`src/rtl/tx_dmac.sv`:
```
// tx_dmac: transmit-side DMA controller.
//
// Reads fixed-length AXI4 bursts from a DDR ring buffer and forwards every beat to the TX
// AXI-Stream FIFO. Host software deposits data into the ring and announces it with
// read_access_tick (four-phase handshake against read_access_tick_ack). The block tracks how
// many bytes are waiting in DDR, wraps the read address inside the ring, and pulses an underrun
// indication when the TX FIFO could take a burst but DDR holds less than one.
//
// Ports
//   aclk, aresetn                   clock, asynchronous active-low reset
//   read_enable                     level run request
//   read_base_address / ddr_size    ring placement (4 KiB aligned base, size multiple of burst)
//   read_burst_len / burst_count    beats per burst (1..256) and bursts per run
//   read_access_size_bytes / tick   host deposit size and its request; _tick_ack acknowledges
//   tx_fifo_space_ready             downstream can absorb one full burst
//   read_busy / read_active         FSM not idle / stream handshake this cycle
//   read_ddr_occupation             bytes deposited but not yet requested
//   read_total_burst_count          bursts completed since enable rose
//   read_current_burst_address      low 32 bits of the last issued ARADDR
//   read_rresp                      RRESP of the last beat of the last burst
//   read_underrun_ins / _count      starvation pulse and saturating event count
//   m_axi_ar* / m_axi_r*            AXI4 read address and data channels
//   m_axis_tx_*                     TX AXI-Stream (combinational pass-through of R)
module tx_dmac (
  input  logic         aclk,
  input  logic         aresetn,
  input  logic         read_enable,
  input  logic [47:0]  read_base_address,
  input  logic [31:0]  read_ddr_size,
  input  logic [8:0]   read_burst_len,
  input  logic [31:0]  read_burst_count,
  input  logic [16:0]  read_access_size_bytes,
  input  logic         read_access_tick,
  input  logic         tx_fifo_space_ready,
  output logic         read_busy,
  output logic         read_active,
  output logic         read_access_tick_ack,
  output logic [31:0]  read_ddr_occupation,
  output logic [31:0]  read_total_burst_count,
  output logic [31:0]  read_current_burst_address,
  output logic [1:0]   read_rresp,
  output logic         read_underrun_ins,
  output logic [7:0]   read_underrun_count,
  output logic [47:0]  m_axi_araddr,
  output logic [7:0]   m_axi_arlen,
  output logic         m_axi_arvalid,
  input  logic         m_axi_arready,
  input  logic [127:0] m_axi_rdata,
  input  logic [1:0]   m_axi_rresp,
  input  logic         m_axi_rlast,
  input  logic         m_axi_rvalid,
  output logic         m_axi_rready,
  output logic [127:0] m_axis_tx_tdata,
  output logic         m_axis_tx_tvalid,
  input  logic         m_axis_tx_tready,
  output logic         m_axis_tx_tlast
);

  typedef enum logic [1:0] {
    StIdle  = 2'd0,
    StCheck = 2'd1,
    StAr    = 2'd2,
    StR     = 2'd3
  } state_e;

  state_e      state_q, state_d;
  logic [47:0] araddr_q, araddr_d;
  logic        arvalid_q, arvalid_d;
  logic [31:0] cur_addr_q, cur_addr_d;
  logic [31:0] burst_cnt_q, burst_cnt_d;
  logic [31:0] total_q, total_d;
  logic [1:0]  rresp_q, rresp_d;
  logic [31:0] occ_q, occ_d;
  logic        ack_q, ack_d;
  logic        starve_q;
  logic        underrun_ins_q, underrun_ins_d;
  logic [7:0]  underrun_cnt_q, underrun_cnt_d;

  logic [12:0] burst_bytes;
  logic        has_data;
  logic        ar_hs;
  logic        r_beat;
  logic        r_last_beat;
  logic        more_bursts;
  logic [48:0] next_addr_sum;
  logic [48:0] ring_end;
  logic        starve;
  logic        tick_accept;
  logic [32:0] occ_after_tick;

  assign burst_bytes = {read_burst_len, 4'b0000};
  assign has_data    = occ_q >= {19'd0, burst_bytes};
  assign ar_hs       = (state_q == StAr) && arvalid_q && m_axi_arready;
  assign r_beat      = (state_q == StR) && m_axi_rvalid && m_axis_tx_tready;
  assign r_last_beat = r_beat && m_axi_rlast;
  assign more_bursts = ({1'b0, burst_cnt_q} + 33'd1) < {1'b0, read_burst_count};

  // 49-bit sums so the wrap compare cannot overflow at the top of the address space.
  assign next_addr_sum = {1'b0, araddr_q} + {36'd0, burst_bytes};
  assign ring_end      = {1'b0, read_base_address} + {17'd0, read_ddr_size};

  // Starvation: the FIFO wants a burst, DDR cannot supply one, and the run has already moved
  // data (so the initial wait for host data does not count).
  assign starve = (state_q == StCheck) && read_enable && tx_fifo_space_ready && !has_data &&
                  (total_q != 32'd0);

  assign occ_after_tick = {1'b0, occ_q} + {16'd0, read_access_size_bytes};
  assign tick_accept    = read_access_tick && !ack_q &&
                          (occ_after_tick <= {1'b0, read_ddr_size});

  // Main FSM next-state.
  always_comb begin
    state_d     = state_q;
    araddr_d    = araddr_q;
    arvalid_d   = arvalid_q;
    cur_addr_d  = cur_addr_q;
    burst_cnt_d = burst_cnt_q;
    total_d     = total_q;
    rresp_d     = rresp_q;
    unique case (state_q)
      StIdle: begin
        araddr_d    = read_base_address;
        burst_cnt_d = 32'd0;
        if (read_enable) begin
          state_d = StCheck;
        end else begin
          total_d = 32'd0;
        end
      end
      StCheck: begin
        if (!read_enable) begin
          state_d = StIdle;
        end else if (tx_fifo_space_ready && has_data) begin
          arvalid_d  = 1'b1;
          cur_addr_d = araddr_q[31:0];
          state_d    = StAr;
        end
      end
      StAr: begin
        if (ar_hs) begin
          arvalid_d = 1'b0;
          state_d   = StR;
          araddr_d  = (next_addr_sum >= ring_end) ? read_base_address : next_addr_sum[47:0];
        end
      end
      StR: begin
        // Enable is only sampled at rlast so a burst in flight always drains completely.
        if (r_last_beat) begin
          burst_cnt_d = burst_cnt_q + 32'd1;
          total_d     = total_q + 32'd1;
          rresp_d     = m_axi_rresp;
          if (more_bursts && read_enable && !m_axi_rresp[1]) begin
            state_d = StCheck;
          end else begin
            state_d = StIdle;
          end
        end
      end
      default: begin
        state_d   = StIdle;
        arvalid_d = 1'b0;
      end
    endcase
  end

  // Occupation, tick handshake and underrun bookkeeping.
  always_comb begin
    occ_d          = occ_q;
    ack_d          = ack_q;
    underrun_ins_d = 1'b0;
    underrun_cnt_d = underrun_cnt_q;

    // Deposit and burst request may coincide; apply both as one net update.
    if (tick_accept) begin
      occ_d = occ_d + {15'd0, read_access_size_bytes};
    end
    if (ar_hs) begin
      occ_d = occ_d - {19'd0, burst_bytes};
    end

    if (tick_accept) begin
      ack_d = 1'b1;
    end else if (!read_access_tick) begin
      ack_d = 1'b0;
    end

    if (starve && !starve_q) begin
      underrun_ins_d = 1'b1;
    end
    if ((state_q == StIdle) && !read_enable) begin
      underrun_cnt_d = 8'd0;
    end else if (underrun_ins_d && (underrun_cnt_q != 8'hff)) begin
      underrun_cnt_d = underrun_cnt_q + 8'd1;
    end
  end

  always_ff @(posedge aclk or negedge aresetn) begin
    if (!aresetn) begin
      state_q        <= StIdle;
      araddr_q       <= 48'd0;
      arvalid_q      <= 1'b0;
      cur_addr_q     <= 32'd0;
      burst_cnt_q    <= 32'd0;
      total_q        <= 32'd0;
      rresp_q        <= 2'd0;
      occ_q          <= 32'd0;
      ack_q          <= 1'b0;
      starve_q       <= 1'b0;
      underrun_ins_q <= 1'b0;
      underrun_cnt_q <= 8'd0;
    end else begin
      state_q        <= state_d;
      araddr_q       <= araddr_d;
      arvalid_q      <= arvalid_d;
      cur_addr_q     <= cur_addr_d;
      burst_cnt_q    <= burst_cnt_d;
      total_q        <= total_d;
      rresp_q        <= rresp_d;
      occ_q          <= occ_d;
      ack_q          <= ack_d;
      starve_q       <= starve;
      underrun_ins_q <= underrun_ins_d;
      underrun_cnt_q <= underrun_cnt_d;
    end
  end

  assign m_axi_araddr  = araddr_q;
  assign m_axi_arlen   = 8'(read_burst_len - 9'd1);
  assign m_axi_arvalid = arvalid_q;

  // Zero-latency R -> stream pass-through, gated to the R state.
  assign m_axis_tx_tdata  = m_axi_rdata;
  assign m_axis_tx_tvalid = (state_q == StR) && m_axi_rvalid;
  assign m_axis_tx_tlast  = (state_q == StR) && m_axi_rlast;
  assign m_axi_rready     = (state_q == StR) && m_axis_tx_tready;

  assign read_busy                  = state_q != StIdle;
  assign read_active                = r_beat;
  assign read_access_tick_ack       = ack_q;
  assign read_ddr_occupation        = occ_q;
  assign read_total_burst_count     = total_q;
  assign read_current_burst_address = cur_addr_q;
  assign read_rresp                 = rresp_q;
  assign read_underrun_ins          = underrun_ins_q;
  assign read_underrun_count        = underrun_cnt_q;

endmodule

```
`config.mk`:
```
export PLATFORM = sky130hd
export DESIGN_NAME = tx_dmac
export DESIGN_NICKNAME = d
export VERILOG_FILES = /design/src/rtl/tx_dmac.sv
export SDC_FILE = /design/constraint.sdc
export NUM_CORES = 1
export LEC_CHECK = 0
export ABC_CLOCK_PERIOD_IN_PS = 9000
export CORE_ASPECT_RATIO = 0.75
export CORE_MARGIN = 4
export CORE_UTILIZATION = 39
export CTS_BUF_LIST = sky130_fd_sc_hd__clkbuf_8
export DETAILED_ROUTE_END_ITERATION = 7
export HOLD_SLACK_MARGIN = 0.08
export PLACE_DENSITY_LB_ADDON = 0.3
export SKIP_LAST_GASP = 1
export SYNTH_ARGS = -nofsm -noshare
export SYNTH_HDL_FRONTEND = slang
export SYNTH_SLANG_ARGS = --single-unit
```
`constraint.sdc`:
```
create_clock -name aclk -period 9 [get_ports aclk]
set_clock_uncertainty 0.05 [all_clocks]
set_input_delay 1.8 -clock aclk [delete_from_list [all_inputs] [get_ports aclk]]
set_output_delay 1.8 -clock aclk [all_outputs]
set_load 0.02 [all_outputs]
```
## Word-level counts from Yosys, hierarchy flattened

Index checks and enable logic that the tools add are counted.

- Flip-flop bits (word level): 192
- Input bits: 277

- $add $sub $neg: 10
- Order comparisons: 4
- Equality and inequality tests: 12
- Mux-type cells: 26
- Reductions and logical operators: 38

Operators by type and width:

| cell | count |
|---|---|
| 2-to-1 mux 32 bit | 5 |
| one-hot mux 32 bit (2 select lines) | 2 |
| 2-to-1 mux 48 bit | 2 |
| one-hot mux 48 bit (2 select lines) | 1 |
| adder 32 x 1 -> 32 bit (second input constant) | 2 |
| adder 48 x 13 -> 49 bit | 1 |
| adder 48 x 32 -> 49 bit | 1 |
| greater-or-equal comparator 49 bit | 1 |
| adder 32 x 1 -> 33 bit (second input constant) | 1 |
| adder 32 x 17 -> 33 bit | 1 |
| <= comparator 33 x 32 -> 1 bit | 1 |
| < comparator 33 x 32 -> 1 bit | 1 |
| adder 32 x 17 -> 32 bit | 1 |
| greater-or-equal comparator 32 x 13 -> 1 bit | 1 |
| nonzero test 32 bit | 1 |
| subtractor 32 x 13 -> 32 bit | 1 |
| logical AND 1 bit | 19 |
| 2-to-1 mux 8 bit | 2 |
| 2-to-1 mux 2 bit | 5 |
| != test 2 bit (second input constant) | 5 |
| nonzero test 2 bit | 5 |
| adder 8 x 1 -> 8 bit (second input constant) | 1 |
| != test 8 bit (second input constant) | 1 |
| one-hot mux 2 bit (4 select lines) | 1 |
| other kinds (12) | 28 |

## Logic depth before layout (Yosys ltp)

- Depth after elaboration: 10
- Mapped depth: 36
- Depth with buffers taken out: 32

## Least setup slack after synthesis

Ideal clock, no wire load.

- Path kind: in2reg
- Start: input read_access_size_bytes[9]
- End: register occ_q[31] (netlist: read_ddr_occupation[31])
- Setup time: 79 ps
- Data arrival time: 8226 ps
- Required time: 8871 ps
- Setup slack: 645 ps
- Cell stages on the path: 35
- Buffers on the path: 3
- Cells stage by stage: ha_1 and3_1 nand3_1 o21ai_2 o221ai_2 a21boi_1 nand3_1 or2_1 nor2_1 xor2_1 ha_1 nand3_1 nor4_1 inv_1 nor3_1 a211oi_1 o211ai_1 buf_6 buf_6 buf_2 mux2i_1 inv_1 ha_1 nor2b_1 o21ai_1 a21boi_1 o21ai_1 a21oi_1 a31oi_4 nor4b_4 a31oi_4 nor3_4 nand4b_1 xor2_1 mux2i_1

- Word-level cells in the longest chain between the ends: 6
- Elaborated cells on any way between the ends: 7
- Classes of those cells: 3 x add/sub; 1 x order compare; 2 x mux; 1 x reduce/logical

Ends and longest elaborated chain:

| item | RTL line | RTL |
|---|---|---|
| start, declared | 32 | `input logic [16:0] read_access_size_bytes,` |
| adder 32 x 17 -> 33 bit | 107 | `assign occ_after_tick = {1'b0, occ_q} + {16'd0, read_access_size_bytes};` |
| <= comparator 33 x 32 -> 1 bit | 109 | `(occ_after_tick <= {1'b0, read_ddr_size});` |
| logical AND 1 bit | 108 | `assign tick_accept = read_access_tick && !ack_q &&` |
| 2-to-1 mux 32 bit (*) | 174 | `if (tick_accept) begin` |
| subtractor 32 x 13 -> 32 bit | 178 | `occ_d = occ_d - {19'd0, burst_bytes};` |
| 2-to-1 mux 32 bit (*) | 177 | `if (ar_hs) begin` |
| named net occ_d[31] | 73 | `logic [31:0] occ_q, occ_d;` |
| end signal, assigned | 206 | `occ_q <= 32'd0;` |
| end signal, assigned | 219 | `occ_q <= occ_d;` |
| end, declared | 73 |  |

Mark *: on every way through the listed nets, which the timed path passes. The rest lies on a longest branch.
A chain may end at the register's enable or synchronous reset.

## Worst setup path in the final report

- Start: input read_access_size_bytes[7]
- End: register occ_q[28] (netlist: read_ddr_occupation[28])

The elaborated chain is that of the path after synthesis.

==> qor.yml <==
multiInputGateArea_sq_mm: 0.01147
place_congestion: 0.9475
antenna_left: 0
maxCapViolCount: 0
synth.cell_area_sq_mm: 0.01789
setup_ws_ps: 452.8
clock.fmax_mhz: 117.0
synth_cells: 2091
placementRows: 67
first_global_vias: 15430
powerDensity_mw_per_mm2: 260.9
grt_max_degree: 75
start_kind: "input port"
drt_iter0_drc: 935
required_ps: 9350
vias: 15880
vias_per_cell: 5.471
drive_above_1_share: 0.07919
synth_top_flop_cell: "dfrtp_1"
grt-ovfl-total: 0
core_sq_mm: 0.04502
htreeDepth: 4
syn_avg_cell_area_sq_um: 8.556
track_usage: 0.2237
ys_seq_elements: 192
crit_fanout: 8
cp_slowest_cell: "clkdlybuf4s50_1"
cts_tree: "built"
leakage_nw: 10.02
regArea_sq_mm: 0.004805
period_share: 0.9497
cts.path.max_buffers: 2
finalMaxSlewViolations: 0
drc: 0
peakVddDrop_mv: 0.1657
worstPathArrival_ps: 8900
end_kind: "register"
root_buffer: "clkbuf_8"
io_pins: 575
layout_min_cycle_time_ps: 8547
grt_setup_unrepaired: "false"
synth_warnings: 0
synth-edff-count: 0
grt_first_pass_wirelength_um: 88660
cp_common_cell: "nand3_1"
outcome: "finished clean"
cp_slowest_stage_delay_ps: 410
slew_headroom: 0.2940
routed_wl_um: 57550
antenna_found_initial: 11
die_width_um: 255.3
dp_hpwl_um: 45920
die_area_sq_mm: 0.04940
first_pass_iters: 6
worstSkewPairLatency_ps: 520
final-setup-viol-count: 0
cts.sinks: 192
start_util: 0.3974
cts_buffers: 17
path_class: "in -> reg"
fillCellCount: 4330
die_h_um: 193.5
wl_per_cell_um: 19.83
placement.io_buffers: 318
ys_types: 81
cts_hold_buf: 0
hold_path.class: "reg -> reg"
hold_viol_final: 0
yosysSeqAreaShare: 0.2686
pre_cts_ws_ps: -186.2
tns_ps: 0
syn_to_final_growth_pct: 20.06
cts.clk_slew.worst_paths_ps: 100
worst_pin_slew_ps: 1059
async_flop_share: 1.000
syn_nets: 2565
nets: 2772
flip-flops by register name, indices dropped and copies added (netlist names), named ones only:
register / count
burst_cnt_q: 32
m_axi_araddr: 48
m_axi_arvalid: 1
read_access_tick_ack: 1
read_current_burst_address: 32
read_ddr_occupation: 32
read_rresp: 2
read_total_burst_count: 32
read_underrun_count: 8
read_underrun_ins: 1
starve_q: 1
state_q: 1
cell usage after synthesis (all sizes together), types with 14 or more instances:
cell type	count	area, sq um
nand2	214	803.3
ha	193	2415
dfrtp	192	4805
buf	147	1079
o21ai	146	742.0
xnor2	125	1095
nor2	120	450.4
inv	117	439.2
a21oi	96	484.2
xor2	95	832.1
nand3	69	345.3
a21o	54	405.4
nand4	52	325.3
mux2	47	529.3
mux2i	47	470.5
clkbuf	42	157.7
and3	40	250.2
nor3	29	161.4
nor4	24	156.4
o21a	23	172.7
nor2b	22	137.6
nand2b	17	106.4
or2	17	108.9
o21bai	14	105.1
placed cells by master, fill, tap and decap left out, drive strengths merged, types with 7 or more instances in the layout:
cell type        n
nand2b          17
nor3            29
nand4           52
a22oi            8
clkbuf          18
inv            126
nand3           69
a21boi           7
a31oi           12
xnor2          125
and3            40
nand2          214
o21ai          146
or3             10
a21o            54
o211ai          11
a211oi           8
o31ai            9
and4            12
a21oi           96
a211o            7
clkdlybuf4s50  317
o21a            23
dfrtp          192
or2             17
mux2            47
o21bai          14
nor2b           22
nor2           120
xor2            95
buf             59
mux2i           47
and2            10
nor4            24
ha             193
critical path: cells and delay by family:
family	cells	cell delay [ps]
multiplexers	1	360
AND/OR/NAND/NOR	12	2220
adder cells (fa/ha/maj)	3	990
buffers and inverters	5	990
AO/OA/AOI/OAI	12	2250
XOR/XNOR	2	270
routing by layer:
metal	routed length [um]	share of wire	up-vias	track usage
li1	-	-	7677	-
met1	26950	0.47	7609	0.3063
met2	25690	0.45	522	0.3530
met3	4014	0.070	58	0.06654
met4	789	0.014	12	0.04369
met5	107	0.0019	-	0.005747
worst paths after layout:
kind	slack, ps	startpoint	endpoint	cells past startpoint
setup / recovery	450	read_access_size_bytes[7]	read_ddr_occupation[28]$_DFF_PN0_	35
hold / removal	430	starve_q$_DFF_PN0_	read_underrun_ins$_DFF_PN0_	1
setup reg to reg	1680	read_ddr_occupation[7]$_DFF_PN0_	read_ddr_occupation[28]$_DFF_PN0_	34
hold reg to reg	430	starve_q$_DFF_PN0_	read_underrun_ins$_DFF_PN0_	1
max in group asynchronous	6330	aresetn	read_ddr_occupation[25]$_DFF_PN0_	2
min in group asynchronous	1200	aresetn	burst_cnt_q[6]$_DFFE_PN0P_	1
area by class of cell:
type                    count  area share
multi-input cells        1593      0.5342
flip-flops and latches    192      0.2237
repair buffers            377      0.1701
well taps                 586     0.03413
inverters                 117     0.02045
clock buffers              17     0.01089
clock inverters            15    0.005941
diodes                      5   0.0005825
where the power goes:
group          internal [mW]  leakage (nW)  switching (mW)
clock                  0.200         0.196           0.371
sequential              1.11          2.48           0.404
combinational           1.63          7.35            1.89
kinds of logic after synthesis:
family                     after synthesis  share of synthesized area
xor gates and xnor gates               220                     0.1077
adders and majority gates              197                     0.1395
buffers and inverters                  306                    0.09364
AOI/OAI and AO/OA                      425                     0.1509
muxes                                   94                    0.05588
and+or+nand+nor                        657                     0.1839
DFF                                    192                     0.2686
stage by stage:
stage          total power [mW]  instances  hold slack [ps]    util  cell area (sq um)
6_report                  5.603       2902            425.7  0.4772              21480
2_1_floorplan             3.711       2091            349.2       -              17890
3_5_place_dp              4.994       2862            412.4  0.4675              21050
3_3_place_gp              4.915       2862            411.1  0.4675              21050
5_1_grt                   6.040       2898            443.2  0.4769              21470
4_1_cts                   5.598       2894            427.9  0.4756              21410
timing repair:
item                       CTS  global route
setup buffers                0             3
hold endpoints to repair     0             0
setup endpoints to repair    0            10
gates resized for setup      0             8
(Power assumes the default switching activity.)
